===== config.mk =====
export PLATFORM = sky130hd
export DESIGN_NAME = program_loader
export DESIGN_NICKNAME = d
export VERILOG_FILES = /design/src/rtl/loader_pkg.sv /design/src/rtl/byte_assembler.sv /design/src/rtl/program_loader.sv
export SDC_FILE = /design/constraint.sdc
export NUM_CORES = 1
export LEC_CHECK = 0
export ABC_CLOCK_PERIOD_IN_PS = 4550
export CORE_AREA = 2 2 129 131
export DETAILED_ROUTE_END_ITERATION = 12
export DIE_AREA = 0 0 131 133
export GPL_TIMING_DRIVEN = 0
export PLACE_DENSITY = 0.76
export SYNTH_ARGS = -nofsm -noshare
export SYNTH_HDL_FRONTEND = slang
export SYNTH_SLANG_ARGS = --single-unit
export TNS_END_PERCENT = 5

===== constraint.sdc =====
create_clock -name clock -period 4.55 [get_ports clock]
set_input_delay 0.91 -clock clock [delete_from_list [all_inputs] [get_ports clock]]
set_output_delay 0.91 -clock clock [all_outputs]
set_load 0.02 [all_outputs]

===== src/rtl/loader_pkg.sv =====
// Shared types and constants for the boot-time program loader.
package loader_pkg;

  typedef enum logic [2:0] {
    S_HEADER = 3'd0,
    S_WORDS  = 3'd1,
    S_CHECK  = 3'd2,
    S_DONE   = 3'd3,
    S_ERROR  = 3'd4
  } state_t;

  localparam int unsigned BYTES_PER_WORD = 4;
  localparam int unsigned HEADER_BYTES   = 4;
  localparam int unsigned BYTE_WIDTH     = 8;
  localparam int unsigned WORD_WIDTH     = 32;
  localparam int unsigned ADDR_WIDTH     = 64;

endpackage


===== src/rtl/byte_assembler.sv =====
// Little-endian byte-to-word assembler shared by the header and word phases.
module byte_assembler
  import loader_pkg::*;
(
  input  logic        clock,
  input  logic        reset,
  input  logic        clear,
  input  logic        byte_valid,
  input  logic [7:0]  byte_data,
  output logic [31:0] word_c,
  output logic        word_complete_c
);

  logic [1:0]  idx;
  logic [23:0] shreg;

  // Byte index and shift register; newest byte enters at the top so byte 0 ends at [7:0].
  always_ff @(posedge clock or posedge reset) begin
    if (reset) begin
      idx   <= '0;
      shreg <= '0;
    end else if (clear) begin
      idx   <= '0;
      shreg <= '0;
    end else if (byte_valid) begin
      idx   <= idx + 2'd1;
      shreg <= {byte_data, shreg[23:8]};
    end
  end

  // The fourth byte completes the word combinationally so the FSM can act on the same edge.
  assign word_c          = {byte_data, shreg};
  assign word_complete_c = byte_valid && (idx == 2'(BYTES_PER_WORD - 1));

endmodule


===== src/rtl/program_loader.sv =====
// Boot loader: header count, little-endian instruction words, XOR checksum, core release.
module program_loader
  import loader_pkg::*;
#(
  parameter int unsigned IMEM_DEPTH  = 256,
  parameter int unsigned COUNT_WIDTH = 16
) (
  input  logic                   clock,
  input  logic                   reset,
  input  logic                   start,
  input  logic                   rx_valid,
  input  logic [7:0]             rx_data,
  output logic                   rx_ready,
  output logic                   imem_we,
  output logic [63:0]            imem_addr,
  output logic [31:0]            imem_wdata,
  output logic                   core_reset,
  output logic                   load_done,
  output logic                   load_error,
  output logic [COUNT_WIDTH-1:0] words_loaded
);

  state_t                 state;
  state_t                 state_next;
  logic                   accept_c;
  logic [31:0]            word_c;
  logic                   word_done_c;
  logic                   header_bad_c;
  logic                   last_word_c;
  logic [7:0]             csum;
  logic [COUNT_WIDTH-1:0] word_count;
  logic                   rx_ready_next;
  logic                   core_reset_next;
  logic                   load_done_next;
  logic                   load_error_next;

  // A byte taken in the same cycle as start is dropped.
  assign accept_c     = rx_valid && rx_ready && !start;
  assign header_bad_c = (word_c == 32'd0) || (word_c > 32'(IMEM_DEPTH));
  assign last_word_c  = (words_loaded + COUNT_WIDTH'(1)) == word_count;

  byte_assembler u_asm (
    .clock           (clock),
    .reset           (reset),
    .clear           (start),
    .byte_valid      (accept_c),
    .byte_data       (rx_data),
    .word_c          (word_c),
    .word_complete_c (word_done_c)
  );

  // State register.
  always_ff @(posedge clock or posedge reset) begin
    if (reset) state <= S_HEADER;
    else       state <= state_next;
  end

  // Next-state logic; start overrides everything.
  always_comb begin
    state_next = state;
    if (start) begin
      state_next = S_HEADER;
    end else begin
      case (state)
        S_HEADER: if (word_done_c) state_next = header_bad_c ? S_ERROR : S_WORDS;
        S_WORDS:  if (word_done_c && last_word_c) state_next = S_CHECK;
        S_CHECK:  if (accept_c) state_next = (rx_data == csum) ? S_DONE : S_ERROR;
        default:  state_next = state;
      endcase
    end
  end

  // Status outputs decoded from the upcoming state, then registered.
  always_comb begin
    rx_ready_next   = 1'b0;
    core_reset_next = 1'b1;
    load_done_next  = 1'b0;
    load_error_next = 1'b0;
    case (state_next)
      S_HEADER, S_WORDS, S_CHECK: rx_ready_next = 1'b1;
      S_DONE: begin
        core_reset_next = 1'b0;
        load_done_next  = 1'b1;
      end
      S_ERROR: load_error_next = 1'b1;
      default: rx_ready_next = 1'b0;
    endcase
  end

  // Status output registers.
  always_ff @(posedge clock or posedge reset) begin
    if (reset) begin
      rx_ready   <= 1'b1;
      core_reset <= 1'b1;
      load_done  <= 1'b0;
      load_error <= 1'b0;
    end else begin
      rx_ready   <= rx_ready_next;
      core_reset <= core_reset_next;
      load_done  <= load_done_next;
      load_error <= load_error_next;
    end
  end

  // Datapath: word count capture, checksum, and the one-cycle instruction memory write.
  always_ff @(posedge clock or posedge reset) begin
    if (reset) begin
      csum         <= '0;
      word_count   <= '0;
      words_loaded <= '0;
      imem_we      <= 1'b0;
      imem_addr    <= '0;
      imem_wdata   <= '0;
    end else begin
      imem_we <= 1'b0;
      if (start) begin
        csum         <= '0;
        word_count   <= '0;
        words_loaded <= '0;
      end else begin
        if (state == S_HEADER && word_done_c) begin
          word_count <= word_c[COUNT_WIDTH-1:0];
        end
        if (state == S_WORDS && accept_c) begin
          csum <= csum ^ rx_data;
        end
        if (state == S_WORDS && word_done_c) begin
          imem_we      <= 1'b1;
          imem_addr    <= 64'(words_loaded) << 2;
          imem_wdata   <= word_c;
          words_loaded <= words_loaded + COUNT_WIDTH'(1);
        end
      end
    end
  end

endmodule

==> impl_metrics.tcl <==
set metrics [dict create \
    ys_top_cells_by_count "nand2_1 (223), dfrtp_1 (120), buf_4 (52)" \
    slowest_stage "clkdlybuf4s50_1" \
    firstDrtPassIters 7 \
    crit_path_start_kind "input pin" \
    grt_pass1_vias 4938 \
    slew_violations 0 \
    ff_latch_area_um2 3060 \
    hold-path-cell-count 2 \
    drt-vias-per-instance 4.73 \
    pre_cts_slack_ps 1080 \
    yosys_warnings 0 \
    die_area_um2 17400 \
    hp-class "reg -> reg" \
    slew_headroom_pct 50.5 \
    yosysUniqueCellTypes 66 \
    finalPower_uw 2630 \
    num_antenna_cells 0 \
    fin_nets 857 \
    synth_cells 696 \
    critical_path.endpoint_type "flip-flop" \
    cts_max_level 4 \
    period_needed_ps 3110 \
    grtUsageTotal_pct 19.4 \
    synthToLayoutAreaGrowth_pct 30.1 \
    grt_pass1_wl_um 26000 \
    cts_buffers 17 \
    ant_nets 0 \
    core_um2 16200 \
    setup_ws_ps 1440 \
    cts_setup_buffers 0 \
    drc 0 \
    p_leak_uw 0.00403 \
    worst_slew_pin_slew_ps 740 \
    drv_cap 0 \
    yosys-top-cells-area "dfrtp_1 (48%), nand2_1 (13%), buf_4 (6.2%)" \
    synth_flop_cell "dfrtp_1" \
    highest_layer "met4" \
    ios 129 \
    synth.most_common_cell "nand2_1" \
    met2_length_um 7660 \
    multi_input_area_um2 2810 \
    r2r_cells 9 \
    cts_hold_buf 0 \
    ir_drop_mv 0.263 \
    grt_setup_unrepaired "false" \
    path_max_fanout 8 \
    fin_skew_ps 11.1 \
    wl_met3_um 848 \
    cts.sinks 122 \
    synth_area_leader_cell "dfrtp_1" \
    power_density_nw_per_um2 324 \
    ys_ff_latch 122 \
    insertion_delay_ps 430 \
    synth_area_um2 6250 \
    die_y_um 133 \
    drt-wirelength-per-cell_um 14.8 \
    rows 47 \
    criticalPathCategory "in -> reg" \
    die_width_um 131 \
    setup_viol_count_final 0 \
    cts_tree "done" \
    max_clock_freq_mhz 321 \
    crit_required_ps 4860 \
    initial_core_util_pct 38.7 \
    status "completed" \
    drt_iter0_drc 354 \
    dp_hpwl_um 11400 \
    fill_cells 1515 \
    cts.repair.resized 0 \
    cp_cell_sequence "clkdlybuf4s50_1 > nand4b_1 > or2_2 > clkbuf_1 > clkinv_1 > nor2_1 > o21ai_0 > o31ai_1" \
    post-route-period-util_pct 68.4 \
    port_buffers 80 \
    clk_pin_slew_ps 50 \
    async_flop_share_pct 100 \
    grt_max_degree 82 \
    synthDominantCellAreaShare_pct 48.0 \
    via_count 5092 \
    finalHoldViolCount 0 \
    wl_um 16000 \
    cts-root-buf "clkbuf_16" \
    slowest_delay_ps 560 \
    grt.overflow.total 0 \
    antenna_found_initial 0 \
    cts_buffer_depth 2 \
    drive_gt1_share_pct 12.9 \
    detail_route.wirelength.met1_um 7260 \
    gp_congestion 0.929 \
    avgSynthCellArea_um2 8.98 \
    cp_data_arrival_time_ps 3420 \
    yosysSeqAreaShare_pct 48.9 \
    synth_edf_count 0 \
]
[flip-flops by register name, indices dropped and copies added, names as in the netlist]
signal	flops
core_reset	1
csum	8
imem_addr	16
imem_wdata	32
imem_we	1
load_done	1
load_error	1
rx_ready	1
state	3
u_asm.idx	2
u_asm.shreg	24
word_count	16
words_loaded	16
[layer usage]
metal  vias to the layer above  track usage, %
met5                         -               0
met4                         0            6.38
met3                        21            4.97
met2                       139            30.1
met1                      2450            26.5
li1                       2482               -
[power breakdown]
group	internal, µW	switching [µW]	total, µW	leakage, µW
clock network	873	497	1370	0.000287
registers	1090	10.9	1110	0.00169
logic	55.5	102	157	0.00205
[through the flow]
step | TNS [ps] | hold slack (ps) | util [%] | std cells | instance area, µm²
5_1_grt | 0 | 502 | 50.3 | 1076 | 8140
3_5_place_dp | 0 | 462 | 46.6 | 1044 | 7540
3_3_place_gp | -166040 | 459 | 46.4 | 1043 | 7510
4_1_cts | 0 | 476 | 50.3 | 1076 | 8140
2_1_floorplan | 0 | 482 | - | 743 | 6430
6_report | 0 | 468 | 50.3 | 1076 | 8140
[final cells by class]
class                   count  area share [%]
flip-flops and latches    122            37.6
multi-input cells         526            34.5
repair buffers             81            10.2
plain buffers              88            6.66
clock buffers              21            5.54
well taps                 220            3.38
clock inverters            11            1.80
inverters                   7           0.384
[cells by family after synthesis]
logic type      share of synthesized area, %
mux                                     2.56
fa+ha+maj                              0.400
compound gates                          7.14
other cells                           0.0600
flops                                   48.9
simple gates                            25.0
buf+inv                                 9.08
xor+xnor                                6.92
[cell usage in the layout (no fill, tap or decap), types with 3 or more instances in the layout]
cell | netlist | routed
and3_1 | 4 | 4
buf_4 | 52 | 52
bufinv_16 | 0 | 3
clkinv_2 | 0 | 3
nor2b_1 | 3 | 3
mux2i_1 | 16 | 16
nand3_1 | 6 | 6
nand2_1 | 223 | 223
o31ai_1 | 5 | 5
buf_2 | 7 | 7
or3_1 | 4 | 4
inv_1 | 6 | 5
xnor2_1 | 30 | 30
nor2_1 | 45 | 45
and2_1 | 5 | 5
conb_1 | 1 | 48
nor4_1 | 9 | 9
nand3b_1 | 3 | 3
nand4_1 | 7 | 7
o21ai_0 | 13 | 13
clkinv_4 | 0 | 3
xor2_1 | 15 | 15
nor3_1 | 8 | 8
clkdlybuf4s50_1 | 0 | 80
clkbuf_1 | 28 | 31
a21oi_1 | 32 | 32
nand4_4 | 3 | 3
dfrtp_1 | 120 | 120
clkbuf_16 | 0 | 17
[worst max-delay path, delay by kind of cell]
family | cells | cell delay [ps]
buf+inv | 3 | 1380
simple gates | 3 | 870
compound gates | 2 | 270
[final timing paths]
kind,startpoint,to,slack (ps)
hold / removal,imem_addr[6],imem_addr[6],470
setup / recovery,start,words_loaded[3],1440
min in group asynchronous,reset,imem_wdata[30],870
setup reg to reg,words_loaded[1],core_reset,1770
max in group asynchronous,reset,u_asm.shreg[13],2940
hold reg to reg,imem_addr[6],imem_addr[6],470
Note: power is estimated with default switching activity, not from simulation.
